File: config.mk
export PLATFORM = sky130hd
export DESIGN_NAME = demux_distribuidor_8
export DESIGN_NICKNAME = d
export VERILOG_FILES = /design/src/rtl/demux_pkg.sv /design/src/rtl/canal_buffer.sv /design/src/rtl/demux_distribuidor_8.sv
export SDC_FILE = /design/constraint.sdc
export NUM_CORES = 1
export LEC_CHECK = 0
export BUFFER_PORTS_ARGS = -buffer_cell sky130_fd_sc_hd__buf_2
export CAP_MARGIN = 20
export CORE_MARGIN = 3
export CORE_UTILIZATION = 46
export DETAILED_ROUTE_END_ITERATION = 8
export HOLD_SLACK_MARGIN = 0.02
export PLACE_DENSITY = 0.81
export SLEW_MARGIN = 5
export SYNTH_ARGS = -nofsm -noshare
export SYNTH_HDL_FRONTEND = slang
export SYNTH_SLANG_ARGS = --single-unit
export TNS_END_PERCENT = 10
File: constraint.sdc
create_clock -name clk -period 1.92 [get_ports clk]
set_clock_uncertainty 0.1 [all_clocks]
set_input_delay 0.288 -clock clk [delete_from_list [all_inputs] [get_ports clk]]
set_output_delay 0.288 -clock clk [all_outputs]
set_load 0.05 [all_outputs]
File: src/rtl/demux_pkg.sv
// ============================================================================
// Module  : demux_pkg
// Brief   : Shared constants, channel index type and per-channel state
//           encoding for the 1-to-8 registered distributor.
// Revision: 1.0 - initial release
// ============================================================================
`default_nettype none

package demux_pkg;

  localparam int NUM_CANAIS = 8;
  localparam int SEL_W      = 3;

  typedef logic [SEL_W-1:0] canal_idx_t;

  typedef enum logic [0:0] {
    ST_VAZIO = 1'b0,
    ST_CHEIO = 1'b1
  } estado_canal_t;

  function automatic logic [NUM_CANAIS-1:0] decodifica(input canal_idx_t idx);
    return NUM_CANAIS'(1) << idx;
  endfunction

endpackage

`default_nettype wire

File: src/rtl/canal_buffer.sv
// ============================================================================
// Module  : canal_buffer
// Brief   : One-entry valid/data holding register for a single output channel.
// Revision: 1.0 - initial release
// ============================================================================
`default_nettype none

module canal_buffer
  import demux_pkg::*;
#(
  parameter int LARGURA = 8
) (
  input  logic               clk,
  input  logic               rst_n,
  input  logic               carga,
  input  logic [LARGURA-1:0] dados,
  input  logic               saida_pronta,
  output logic               saida_valida,
  output logic [LARGURA-1:0] saida_dados,
  output logic               livre
);

  estado_canal_t      r_estado;
  logic [LARGURA-1:0] r_dados;

  // Load has priority: a drain in the same cycle is simply replaced by the new word.
  always_ff @(posedge clk or negedge rst_n) begin
    if (!rst_n) begin
      r_estado <= ST_VAZIO;
      r_dados  <= '0;
    end else if (carga) begin
      r_estado <= ST_CHEIO;
      r_dados  <= dados;
    end else if ((r_estado == ST_CHEIO) && saida_pronta) begin
      r_estado <= ST_VAZIO;
    end
  end

  assign saida_valida = (r_estado == ST_CHEIO);
  assign saida_dados  = r_dados;
  assign livre        = (r_estado == ST_VAZIO) | saida_pronta;

endmodule

`default_nettype wire

File: src/rtl/demux_distribuidor_8.sv
// ============================================================================
// Module  : demux_distribuidor_8
// Brief   : 1-to-8 registered distributor with per-channel valid/ready slots.
//           Optional broadcast via macro DEMUX_BROADCAST_EN.
// Revision: 1.0 - initial release
// ============================================================================
`default_nettype none

module demux_distribuidor_8
  import demux_pkg::*;
#(
  parameter int LARGURA = 8,
  parameter int CONT_W  = 16
) (
  input  logic                          clk,
  input  logic                          rst_n,
`ifdef DEMUX_BROADCAST_EN
  input  logic                          difusao,
`endif
  input  logic [LARGURA-1:0]            dados_entrada,
  input  canal_idx_t                    endereco,
  input  logic                          entrada_valida,
  output logic                          entrada_pronta,
  output logic [NUM_CANAIS*LARGURA-1:0] saida_dados,
  output logic [NUM_CANAIS-1:0]         saida_valida,
  input  logic [NUM_CANAIS-1:0]         saida_pronta,
  output logic [CONT_W-1:0]             total_transferencias
);

  logic [NUM_CANAIS-1:0] w_livre;
  logic [NUM_CANAIS-1:0] w_sel;
  logic [NUM_CANAIS-1:0] w_carga;
  logic                  w_difusao_ativa;
  logic                  w_aceite;
  logic [CONT_W-1:0]     r_total;

`ifdef DEMUX_BROADCAST_EN
  assign w_difusao_ativa = entrada_valida & difusao;
`else
  assign w_difusao_ativa = 1'b0;
`endif

  assign w_sel          = decodifica(endereco);
  // A broadcast needs every slot free at once, otherwise nothing is loaded.
  assign entrada_pronta = w_difusao_ativa ? (&w_livre) : w_livre[endereco];
  assign w_aceite       = entrada_valida & entrada_pronta;
  assign w_carga        = {NUM_CANAIS{w_aceite}} & (w_sel | {NUM_CANAIS{w_difusao_ativa}});

  genvar k;
  generate
    for (k = 0; k < NUM_CANAIS; k++) begin : g_canal
      canal_buffer #(
        .LARGURA (LARGURA)
      ) u_canal (
        .clk          (clk),
        .rst_n        (rst_n),
        .carga        (w_carga[k]),
        .dados        (dados_entrada),
        .saida_pronta (saida_pronta[k]),
        .saida_valida (saida_valida[k]),
        .saida_dados  (saida_dados[k*LARGURA +: LARGURA]),
        .livre        (w_livre[k])
      );
    end
  endgenerate

  always_ff @(posedge clk or negedge rst_n) begin
    if (!rst_n) begin
      r_total <= '0;
    end else if (w_aceite) begin
      r_total <= r_total + CONT_W'(1);
    end
  end

  assign total_transferencias = r_total;

endmodule

`default_nettype wire
# Word level (Yosys, flattened, before mapping)
# Index checks and enable logic that the tools add are counted.
[op_classes] add_sub_neg=1 order_cmp=1 shifts=1 muxes=18 n_bitwise=18 n_reduce_logical=16
[op_table] cell="$mux 1" count=17
[op_table] cell="$add 16x1->16 const B" count=1
[op_table] cell="$reduce_bool 2->1" count=8
[op_table] cell="$and 8x8->8" count=1
[op_table] cell="$logic_and 1x1->1" count=8
[op_table] cell="$not 1->1" count=8
[op_table] cell="$or 1x1->1" count=8
[op_table] cell="$shl 1x3->8 const A" count=1
[op_table] cell="$lt 3x4->1 const B" count=1
[op_table] cell="$bmux 1 s3" count=1
[op_table] cell="$and 1x1->1" count=1
[totals] reg_bits=88 out_inout_bits=89 wordCells=72

# Longest topological paths before layout
[depth] depth_word=7 depth_mapped=7 mapped_depth_nobuf=6

# Hierarchy
# A second synthesis with hierarchy kept.
[hier_totals] cells_unflattened=255 hier_area_um2=3987.6
[modules_own_cells] mod="canal_buffer" instances=8 cells_per_inst=20 area_per_inst_um2=369.1 seq_area_each_um2=225.2
[modules_own_cells] mod="demux_distribuidor_8" instances=1 cells_per_inst=95 area_per_inst_um2=1034.7 seq_area_each_um2=400.4

# Worst setup path before layout
# No wires, ideal clock.
[synth_timing] kind="flip-flop to flip-flop" startpoint="register r_total[2], in the netlist total_transferencias[2]" endpoint="register r_total[12], in the netlist total_transferencias[12]" setup_ps=144 arrival_ps=1852 required_ps=1676 slack_ps=-176 stages_incl_launch_ff=6 path_buffers=0 cell_sequence="dfrtp_1 -> and4_1 -> and3_1 -> nand4_1 -> a2111oi_2 -> xor2_1"
[synth_between] elab_chain_cells=1
[synth_lines] item="start: declaration" line="demux_distribuidor_8.sv:35" text="logic [CONT_W-1:0] r_total;"
[synth_lines] item="start signal: assignment" line="demux_distribuidor_8.sv:71" text="r_total <= r_total + CONT_W'(1);"
[synth_lines] item="$add 16x1->16" line="demux_distribuidor_8.sv:71"
# Every way passes these cells.
# A chain may end at the register's enable or synchronous reset.

# Worst setup path in the final report
[layout_timing] startpoint="register g_canal[4].u_canal.r_estado" endpoint="output entrada_pronta"
[layout_between] elab_chain_cells=4
[layout_lines] item="start: declaration" line="canal_buffer.sv:23" text="estado_canal_t r_estado;"
[layout_lines] item="start signal: assignment" line="canal_buffer.sv:29" text="r_estado <= ST_VAZIO;"
[layout_lines] item="start signal: assignment" line="canal_buffer.sv:32" text="r_estado <= ST_CHEIO;"
[layout_lines] item="start signal: assignment" line="canal_buffer.sv:35" text="r_estado <= ST_VAZIO;"
[layout_lines] item="$not 1->1" line="canal_buffer.sv:41" text="assign livre = (r_estado == ST_VAZIO) | saida_pronta;"
[layout_lines] item="$or 1x1->1" line="canal_buffer.sv:41"
[layout_lines] item="$bmux 1 s3" line="demux_distribuidor_8.sv:45" text="assign entrada_pronta = w_difusao_ativa ? (&w_livre) : w_livre[endereco];"
[layout_lines] item="$mux 1 (not written as such)" line="demux_distribuidor_8.sv:45"
[layout_lines] item="end: declaration" line="demux_distribuidor_8.sv:23" text="output logic entrada_pronta,"
# Every way passes these cells. The select of a mux whose other input is x is not followed.

==> results.tsv <==
stage	metric	value	unit
run_status	outcome	complete, but fails checks	
run_status	failing checks	negative setup slack	
run	Max Cap Violations	0	
detailed_routing	Routed Antenna Nets	0	
setup_path	slowest CP cell	or4b_4	
setup_path	CP top delay family	simple AND/OR/NAND/NOR gates	
die	core area	7810	sq um
setup_path	startpoint types	flop	
synth	number of flops mapped to enable cells by yosys	0	
timing	RSZ-0062 raised after global routing	true	
die	row cnt	32	
detailed_routing	WL per Instance	17.7	um
clock_tree	Clock Path Buffers	2	
timing	final hold vios	0	
setup_path	critical path arrival	1740	ps
grt	global route total overflow	0	
pwr	total power	6170	uW
finish	final-layout fill cell count	611	
die	Top Ports	111	
timing	fmax	0.470	GHz
die	Initial Util	48.0	%
finish	fin nets	425	
grt	first-pass GRT wire length	13900	um
timing	final setup fails	4	
synth	ys async rst share	100	%
timing	fin crit period	2130	ps
synth	ys flop type	dfrtp_1	
clock_tree	Clock Root Buffer	clkbuf_8	
finish	Util after Layout	62.4	%
timing	worst slew pin tran	321	ps
setup_path	CP max FO	2	
pwr	P_leak	0.00239	uW
setup_path	CP Capture Type	primary output	
detailed_routing	DRC	0	
timing	Tcrit/Tclk final	111	%
timing	setup TNS	-244	ps
clock_tree	cts bufs inserted	9	
detailed_routing	via count	2586	
clock_tree	CTS tree	built	
timing	Max Slew Vio Count	0	
placement	GP Congestion	0.860	
synth	post-synth top area share	58.8	%
finish	multi-input logic area	1440	sq um
setup_path	crit path cell chain	or4b_4 -> o211a_4 -> a22oi_2 -> inv_2 -> buf_8	
die	DIE WIDTH	96.2	um
synth	Synth area leaders	dfrtp_1 59%, mux2_2 19%, xnor2_1 2.3%	
die	DIE HEIGHT	96.2	um
grt	initial antenna violation count	0	
timing	Rel. slew slack	78.4	%
timing	PnR worst setup slack	-206	ps
synth	syn avg cell area	14.0	sq um
synth	most numerous cell in the Yosys netlist	dfrtp_1	
clock_tree	CTS sink count	88	
synth	Post-synth top cells	88 x dfrtp_1, 64 x mux2_2, 12 x nand2_1	
detailed_routing	first-pass iteration count of the detailed router	4	
setup_path	Buf/Inv on CP	2	
grt	GRT Util Overall	20.1	%
min_path	Hold Path Class	in -> reg	
die	Die ar.	9260	sq um
grt	largest net degree at the start of global routing	47	
finish	Syn-to-layout area delta	30.1	%
synth	Cell variety after synth	46	
setup_path	CP required	1530	ps
setup_path	critical path class	reg -> out	
finish	Ant. Diodes	0	
finish	layout cells sized above 1	58.0	%
grt	vias in the first global route	2703	
clock_tree	clock slew at reported path FFs	90	ps
synth	post-synth net total	291	
timing	Hold WS	48.1	ps
finish	register area	2210	sq um
clock_tree	H-Tree Depth	3	
synth	Post-Syn Area	3740	sq um
placement	PortBufs	110	
synth	register bit total from synthesis	88	
setup_path	delay of the slowest critical-path stage	480	ps
detailed_routing	initial DRC count	56	
synth	leading area contributor after synthesis	dfrtp_1	
placement	worst slack at placement	-146	ps
pwr	Power per Cell Area	1270	nW/um^2
detailed_routing	final WL	8990	um
pwr	VDD IR max	0.000772	V
clock_tree	Clock Latency Late Sink	350	ps
synth	Synth Warn #	0	
synth	Syn Inst Count	268	
detailed_routing	Vias/cell	5.08	
placement	Final HPWL DP	6580	um
synth	sequential area share after synthesis	58.8	%
## worst register-to-register path: stages, from the launching register on
cell and delay, ps:
dfrtp_1 350, or4b_4 480, o211a_4 160, buf_4 140
and2_4 140, buf_6 130, o211ai_1 220, xnor2_1 150
## per-stage QoR
stage | cells | cell area, sq um
floorplan | 268 | 3750
global placement | 487 | 4560
detailed placement | 487 | 4560
CTS | 509 | 4830
global route | 509 | 4870
finish | 509 | 4870
## layout by cell type (no fill, tap or decap), types with 2 or more instances in the layout
master         count
inv_6              2
a21o_1             2
buf_6              2
nor2_1             5
xor2_1             5
and4_1             3
dfrtp_2            4
nor3_1             3
dlygate4sd3_1      3
nand2_1           12
buf_4             19
inv_1              9
xnor2_1           10
nand4_1            4
nand3_1            5
clkbuf_8           9
o211ai_1           4
and3_1             4
o21ai_0            3
dfrtp_1           84
buf_2            108
nand2b_1           4
buf_12             6
mux2_2            64
## power breakdown
part | internal, uW | switching [uW] | leakage (uW) | total, uW
clock | 499 | 709 | 0.0000949 | 1210
sequential | 2240 | 244 | 0.00108 | 2480
combinational | 658 | 1820 | 0.00121 | 2480
## cells by family after synthesis
| kind of cell | Yosys count | share of synthesized area (%) |
|---|---|---|
| muxes | 65 | 19.5 |
| buffers and inverters | 26 | 4.08 |
| DFF | 88 | 58.8 |
| AOI/OAI and AO/OA | 18 | 4.54 |
| and+or+nand+nor | 55 | 9.19 |
| adders and majority gates | 1 | 0.334 |
| xor gates and xnor gates | 15 | 3.51 |
## state kept, by name, indices dropped and copies added, names as in the netlist
register	count
g_canal.u_canal.saida_valida	8
g_canal.u_canal.saida_dados	64
total_transferencias	16
## timing repair
action | 4_1_cts | 5_1_grt
buffers inserted | 3 | 1
hold buffers | 3 | 0
gates resized for setup | 6 | 6
endpoints found under the setup margin | 1 | 20
pin swaps | 2 | 7
hold endpoints to repair | 90 | 0
## worst paths after layout
path,start,end,slack [ps],cells past startpoint
worst max-delay path,g_canal[4].u_canal.saida_valida,entrada_pronta,-210,5
worst min-delay path,saida_pronta[3],g_canal[3].u_canal.saida_valida,50,2
worst min register to register,total_transferencias[5],total_transferencias[5],380,1
min in group asynchronous,rst_n,total_transferencias[6],220,2
worst max register to register,g_canal[4].u_canal.saida_valida,total_transferencias[10],-20,7
max in group asynchronous,rst_n,g_canal[7].u_canal.saida_dados[7],1020,3
## final cells by class
| class | instances | area share (%) |
|---|---|---|
| Clock buffer | 9 | 2.54 |
| Timing Repair Buffer | 139 | 17.9 |
| Tap cell | 102 | 2.62 |
| Clock inverter | 7 | 1.36 |
| Inverter | 10 | 0.771 |
| Sequential cell | 88 | 45.3 |
| Multi-Input combinational cell | 154 | 29.5 |
## metal layers
metal | GRT usage (%) | up-vias | routed length [um]
met1 | 25.3 | 1293 | 3760
met5 | 0 | - | 0
met2 | 33.1 | 80 | 4510
li1 | - | 1205 | -
met3 | 6.80 | 8 | 639
met4 | 5.09 | 0 | 79
Power figures use the tool's default switching activity.
